`src/rtl/alu_bit_16.sv`:
```
// 16-bit two-stage pipelined ALU: stage 1 registers operands/opcode,
// stage 2 computes and registers result, remainder and carry_out.
module alu_bit_16 (
  input  logic        clk,
  input  logic        rst,
  input  logic [15:0] A,
  input  logic [15:0] B,
  input  logic [3:0]  shamt,
  input  logic [3:0]  sel,
  input  logic        cin,
  output logic [31:0] result,
  output logic [15:0] remainder,
  output logic        carry_out
);

  typedef enum logic [3:0] {
    OP_ADD = 4'd0,  OP_SUB = 4'd1,  OP_MUL = 4'd2,  OP_DIV = 4'd3,
    OP_LSL = 4'd4,  OP_LSR = 4'd5,  OP_ROL = 4'd6,  OP_ROR = 4'd7,
    OP_INC = 4'd8,  OP_DEC = 4'd9,  OP_AND = 4'd10, OP_OR  = 4'd11,
    OP_XOR = 4'd12, OP_NOT = 4'd13, OP_RS0 = 4'd14, OP_RS1 = 4'd15
  } op_e;

  logic [15:0] A_r, B_r;
  logic [3:0]  shamt_r;
  op_e         sel_r;
  logic        cin_r;

  logic [31:0] w_result;
  logic [15:0] w_rem;
  logic        w_carry;
  logic [16:0] w_sh17;
  logic [31:0] w_rot;

  always_ff @(posedge clk or posedge rst) begin
    if (rst) begin
      A_r     <= '0;
      B_r     <= '0;
      shamt_r <= '0;
      sel_r   <= OP_ADD;
      cin_r   <= 1'b0;
    end else begin
      A_r     <= A;
      B_r     <= B;
      shamt_r <= shamt;
      sel_r   <= op_e'(sel);
      cin_r   <= cin;
    end
  end

  always_comb begin
    w_result = '0;
    w_rem    = '0;
    w_carry  = 1'b0;
    w_sh17   = '0;
    w_rot    = '0;
    case (sel_r)
      OP_ADD: {w_carry, w_result[15:0]} = {1'b0, A_r} + {1'b0, B_r} + {16'b0, cin_r};
      OP_SUB: {w_carry, w_result[15:0]} = {1'b0, A_r} + {1'b0, ~B_r} + {16'b0, cin_r};
      OP_MUL: w_result = {16'b0, A_r} * {16'b0, B_r};
      OP_DIV: begin
        if (B_r != 16'd0) begin
          w_result[15:0] = A_r / B_r;
          w_rem          = A_r % B_r;
        end else begin
          w_result[15:0] = 16'hFFFF;
          w_rem          = A_r;
          w_carry        = 1'b1;
        end
      end
      // A 17-bit window keeps the last bit shifted out in the spare position
      OP_LSL: begin
        w_sh17         = {1'b0, A_r} << shamt_r;
        w_result[15:0] = w_sh17[15:0];
        w_carry        = w_sh17[16];
      end
      OP_LSR: begin
        w_sh17         = {A_r, 1'b0} >> shamt_r;
        w_result[15:0] = w_sh17[16:1];
        w_carry        = w_sh17[0];
      end
      OP_ROL: begin
        w_rot          = {A_r, A_r} << shamt_r;
        w_result[15:0] = w_rot[31:16];
      end
      OP_ROR: begin
        w_rot          = {A_r, A_r} >> shamt_r;
        w_result[15:0] = w_rot[15:0];
      end
      OP_INC: {w_carry, w_result[15:0]} = {1'b0, A_r} + 17'd1;
      OP_DEC: {w_carry, w_result[15:0]} = {1'b0, A_r} + 17'h0FFFF;
      OP_AND: w_result[15:0] = A_r & B_r;
      OP_OR:  w_result[15:0] = A_r | B_r;
      OP_XOR: w_result[15:0] = A_r ^ B_r;
      OP_NOT: w_result[15:0] = ~A_r;
      default: ;
    endcase
  end

  always_ff @(posedge clk or posedge rst) begin
    if (rst) begin
      result    <= '0;
      remainder <= '0;
      carry_out <= 1'b0;
    end else begin
      result    <= w_result;
      remainder <= w_rem;
      carry_out <= w_carry;
    end
  end

endmodule

```
`config.mk`:
```
export PLATFORM = sky130hd
export DESIGN_NAME = alu_bit_16
export DESIGN_NICKNAME = d
export VERILOG_FILES = /design/src/rtl/alu_bit_16.sv
export SDC_FILE = /design/constraint.sdc
export NUM_CORES = 2
export LEC_CHECK = 0
export ABC_CLOCK_PERIOD_IN_PS = 57000
export BUFFER_PORTS_ARGS = -buffer_cell sky130_fd_sc_hd__buf_2
export CAP_MARGIN = 25
export CORE_ASPECT_RATIO = 0.8
export CORE_MARGIN = 8
export CORE_UTILIZATION = 34
export CTS_BUF_LIST = sky130_fd_sc_hd__clkbuf_2 sky130_fd_sc_hd__clkbuf_4 sky130_fd_sc_hd__clkbuf_8
export CTS_CLUSTER_DIAMETER = 80
export DETAILED_ROUTE_END_ITERATION = 7
export MAX_ROUTING_LAYER = met4
export PLACE_DENSITY = 0.5
export SYNTH_ARGS = -nofsm -noshare
export SYNTH_HDL_FRONTEND = slang
export SYNTH_SLANG_ARGS = --single-unit
```
`constraint.sdc`:
```
create_clock -name clk -period 57 [get_ports clk]
set_clock_uncertainty 0.1 [all_clocks]
set_input_delay 2.85 -clock clk [delete_from_list [all_inputs] [get_ports clk]]
set_output_delay 2.85 -clock clk [all_outputs]
set_load 0.02 [all_outputs]
```
==> metrics.txt <==
# TYPE chip_impl_metric gauge
chip_impl_info{name="outcome",value="finished clean"} 1
chip_impl_metric{name="path_max_fanout",unit=""} 24
chip_impl_info{name="regToRegEndpoint",value="remainder[8]$_DFF_PP0_"} 1
chip_impl_metric{name="synth.net_count",unit=""} 3532
chip_impl_metric{name="cp.required",unit="ps"} 57280
chip_impl_metric{name="layout-area-overhead-vs-synth",unit="%"} 7.49
chip_impl_metric{name="detail_route.wirelength",unit="mm"} 101
chip_impl_info{name="min_path_type",value="flip-flop to flip-flop"} 1
chip_impl_info{name="critPathMostFrequentCell",value="sky130_fd_sc_hd__ha_1"} 1
chip_impl_metric{name="cts_sinks",unit=""} 90
chip_impl_metric{name="rows",unit=""} 85
chip_impl_metric{name="grt_overflow_total",unit=""} 0
chip_impl_info{name="reg2reg_from",value="A_r[15]$_DFF_PP0_"} 1
chip_impl_metric{name="critical_path.n_buffers_inverters",unit=""} 4
chip_impl_metric{name="grt_pass1_vias",unit=""} 22600
chip_impl_metric{name="gp_congestion",unit=""} 1.01
chip_impl_metric{name="synth_sequential_area_ratio",unit="%"} 9.77
chip_impl_metric{name="ys_async_sr_fraction",unit="%"} 100
chip_impl_metric{name="critical_path.max_stage_delay",unit="ps"} 880
chip_impl_metric{name="leakage",unit="nW"} 11.6
chip_impl_info{name="yosysTopAreaCell",value="sky130_fd_sc_hd__fa_1"} 1
chip_impl_metric{name="ys_ff_latch",unit=""} 90
chip_impl_metric{name="drt-pass1-iter-count",unit=""} 8
chip_impl_metric{name="syn-cell-area",unit="sq mm"} 0.0230
chip_impl_info{name="tritoncts",value="yes"} 1
chip_impl_metric{name="ctsHoldBuffers",unit=""} 0
chip_impl_metric{name="fin_tns_setup",unit="ps"} 0
chip_impl_metric{name="postSynthAreaPerCell",unit="sq um"} 7.69
chip_impl_metric{name="max-slew-margin-rel",unit="%"} 24.1
chip_impl_metric{name="dr.first_iter.drc_count",unit=""} 2562
chip_impl_metric{name="slew_violations",unit=""} 0
chip_impl_metric{name="design.die.area",unit="sq mm"} 0.0764
chip_impl_metric{name="worst_path_depth",unit=""} 113
chip_impl_metric{name="hold_viol",unit=""} 0
chip_impl_info{name="endpoint",value="remainder[8]$_DFF_PP0_"} 1
chip_impl_metric{name="boundaryPins",unit=""} 92
chip_impl_metric{name="yosys_warnings",unit=""} 0
chip_impl_metric{name="synth_cells",unit=""} 2996
chip_impl_info{name="crit_slowest_cell",value="sky130_fd_sc_hd__dfrtp_1"} 1
chip_impl_metric{name="register_area",unit="sq mm"} 0.00225
chip_impl_info{name="synth_top_cells_by_area",value="sky130_fd_sc_hd__fa_1, sky130_fd_sc_hd__ha_1, sky130_fd_sc_hd__dfrtp_1"} 1
chip_impl_metric{name="die_h",unit="um"} 249
chip_impl_info{name="root_cell_of_the_clock_tree",value="sky130_fd_sc_hd__clkbuf_8"} 1
chip_impl_metric{name="routed_wirelength_normalized_by_instance_count",unit="um"} 25.7
chip_impl_metric{name="multiInputGateArea",unit="sq mm"} 0.0191
chip_impl_metric{name="grt_first_pass_wirelength",unit="mm"} 149
chip_impl_metric{name="max-clock-path-buffers",unit=""} 2
chip_impl_metric{name="tightestPinTransition",unit="ps"} 1130
chip_impl_metric{name="place_area",unit="sq mm"} 0.0245
chip_impl_metric{name="ff2ff_path_depth",unit=""} 113
chip_impl_metric{name="place.detailed.hpwl",unit="mm"} 75.6
chip_impl_metric{name="n_fill_cell",unit=""} 7157
chip_impl_metric{name="min_period_over_period",unit="%"} 59.1
chip_impl_metric{name="grt_antenna_before_repair",unit=""} 7
chip_impl_metric{name="fmax",unit="GHz"} 0.0297
chip_impl_metric{name="min_path_cells",unit=""} 3
chip_impl_metric{name="cts_repair_resize_count",unit=""} 0
chip_impl_metric{name="synth_edf_count",unit=""} 0
chip_impl_metric{name="reg2reg_slack",unit="ps"} 23290
chip_impl_metric{name="cts_post_setup_buffers_inserted",unit=""} 0
chip_impl_info{name="worstSetupPathType",value="flip-flop to flip-flop"} 1
chip_impl_info{name="synth_top_cells_by_count",value="sky130_fd_sc_hd__nor2_1, sky130_fd_sc_hd__inv_1, sky130_fd_sc_hd__nand2_1"} 1
chip_impl_metric{name="clock_latency",unit="ps"} 500
chip_impl_metric{name="fp.dieW",unit="um"} 307
chip_impl_metric{name="fin_util",unit="%"} 36.9
chip_impl_metric{name="worstPathArrival",unit="ps"} 33990
chip_impl_metric{name="layout.cell_area.non_filler",unit="sq mm"} 0.0248
chip_impl_metric{name="floorplan.initialDensity",unit="%"} 34.3
chip_impl_metric{name="cts.clk_slew.worst_paths",unit="ps"} 130
chip_impl_info{name="synth.most_common_cell",value="sky130_fd_sc_hd__nor2_1"} 1
chip_impl_metric{name="report.final.setup_viol",unit=""} 0
chip_impl_metric{name="final_antenna_net_count",unit=""} 0
chip_impl_metric{name="numCtsBuffers",unit=""} 9
chip_impl_metric{name="drive_gt1_share",unit="%"} 8.44
chip_impl_info{name="critical_path.startpoint",value="A_r[15]$_DFF_PP0_"} 1
chip_impl_info{name="critical_path.startpoint_type",value="flip-flop"} 1
chip_impl_metric{name="grt_util_all_layers",unit="%"} 26.4
chip_impl_metric{name="post-route-min-period",unit="ps"} 33710
chip_impl_info{name="cp-end-kind",value="flip-flop"} 1
chip_impl_metric{name="number_of_max_cap_violations",unit=""} 0
chip_impl_metric{name="placement.io_buffers",unit=""} 91
chip_impl_metric{name="vias",unit=""} 23300
chip_impl_metric{name="count_of_nets_after_finishing",unit=""} 3541
chip_impl_metric{name="htree_num_levels",unit=""} 3
chip_impl_metric{name="largest_net_degree_at_the_start_of_global_routing",unit=""} 61
chip_impl_metric{name="p_per_area",unit="mW/mm^2"} 34.9
chip_impl_metric{name="synth.distinct_cells",unit=""} 86
chip_impl_metric{name="drcViolationCount",unit=""} 0
chip_impl_metric{name="ir_drop",unit="V"} 0.0000482
chip_impl_info{name="synth_flop_cell",value="sky130_fd_sc_hd__dfrtp_1"} 1
chip_impl_metric{name="synth_top_area_share",unit="%"} 17.3
chip_impl_metric{name="route.detailed.vias_per_inst",unit=""} 5.93
chip_impl_info{name="critical-path-top-delay-family",value="compound AO/OA/AOI/OAI gates"} 1
chip_impl_metric{name="core_area",unit="sq mm"} 0.0672
chip_impl_info{name="unrepaired_setup_endpoints_after_global_routing",value="no"} 1
-- registers in the layout, summed over array words and instances, names as in the netlist --
| signal | count |
|---|---|
| carry_out | 1 |
| remainder | 16 |
| cin_r | 1 |
| result | 32 |
| shamt_r | 4 |
| A_r | 16 |
| B_r | 16 |
| sel_r | 4 |
-- layer usage --
metal | GRT usage (%) | wire length (um) | vias up
li1 | - | - | 10500
met1 | 38.4 | 47200 | 11600
met2 | 36.7 | 41500 | 1113
met3 | 4.71 | 9260 | 126
met4 | 7.69 | 2910 | 0
met5 | - | 0 | -
-- worst reg2reg max path: cells and delay by family, from the launching register on --
family / cells / cell delay, ps
AO/OA/AOI/OAI: 66 / 20030
adder cells (fa/ha/maj): 16 / 5270
buffers and inverters: 4 / 600
flip-flops: 1 / 880
multiplexers: 2 / 800
AND/OR/NAND/NOR: 25 / 5870
-- worst min path at each step --
stage	slack, ps	endpoint	startpoint
4_1_cts	830	remainder[14]$_DFF_PP0_	A_r[14]$_DFF_PP0_
3_3_place_gp	800	remainder[14]$_DFF_PP0_	A_r[14]$_DFF_PP0_
3_5_place_dp	800	remainder[14]$_DFF_PP0_	A_r[14]$_DFF_PP0_
2_1_floorplan	590	result[2]$_DFF_PP0_	shamt_r[3]$_DFF_PP0_
5_1_grt	870	remainder[14]$_DFF_PP0_	A_r[14]$_DFF_PP0_
6_report	850	remainder[14]$_DFF_PP0_	A_r[14]$_DFF_PP0_
-- stage by stage --
step	worst slack, ps	instances	total power, W	hold slack [ps]
6_report	23290	3928	0.000865	849
5_1_grt	21170	3928	0.000957	874
4_1_cts	22930	3919	0.000867	826
3_5_place_dp	23040	3903	0.000802	799
3_3_place_gp	24050	3903	0.000794	805
2_1_floorplan	28580	2996	0.000610	594
-- power breakdown --
part	switching, W	internal (W)
registers	0.00000557	0.0000707
clock network	0.0000327	0.0000215
logic	0.000444	0.000290
total	0.000482	0.000382
-- cell families after synthesis --
group,after synthesis,share of synthesized area [%]
AOI/OAI and AO/OA,780,22.8
xor gates and xnor gates,109,4.14
adders and majority gates,493,33.2
buffers and inverters,469,7.67
DFF,90,9.77
muxes,63,2.91
and+or+nand+nor,992,19.5
-- placed cells by master (no fill, tap or decap), types with 20 or more instances in the layout --
cell type and instances:
sky130_fd_sc_hd__o22ai_1 23, sky130_fd_sc_hd__nand4_1 23, sky130_fd_sc_hd__xnor2_1 67, sky130_fd_sc_hd__or3_1 27, sky130_fd_sc_hd__ha_1 294, sky130_fd_sc_hd__nor2_1 348
sky130_fd_sc_hd__buf_2 92, sky130_fd_sc_hd__a211oi_1 44, sky130_fd_sc_hd__a21oi_1 200, sky130_fd_sc_hd__a31oi_1 27, sky130_fd_sc_hd__o31ai_1 26, sky130_fd_sc_hd__o21ai_0 143
sky130_fd_sc_hd__xor2_1 42, sky130_fd_sc_hd__a21o_1 45, sky130_fd_sc_hd__or2_2 20, sky130_fd_sc_hd__nor3_1 88, sky130_fd_sc_hd__nand3_1 50, sky130_fd_sc_hd__buf_4 60
sky130_fd_sc_hd__and3_1 21, sky130_fd_sc_hd__inv_1 300, sky130_fd_sc_hd__o21a_1 42, sky130_fd_sc_hd__o211ai_1 26, sky130_fd_sc_hd__nand2b_1 30, sky130_fd_sc_hd__fa_1 199
sky130_fd_sc_hd__nand2_1 300, sky130_fd_sc_hd__mux2i_1 43, sky130_fd_sc_hd__dfrtp_1 88, sky130_fd_sc_hd__a221oi_1 25
-- cell type report --
| type | instances | share of cell area (%) |
|---|---|---|
| multi-input combinational | 2437 | 76.9 |
| sequential | 90 | 9.10 |
| inverter | 314 | 4.77 |
| tap | 913 | 4.61 |
| timing repair buffer | 153 | 3.71 |
| clock buffer | 10 | 0.556 |
| clock inverter | 6 | 0.263 |
| antenna | 5 | 0.0505 |
(Power assumes the default switching activity.)
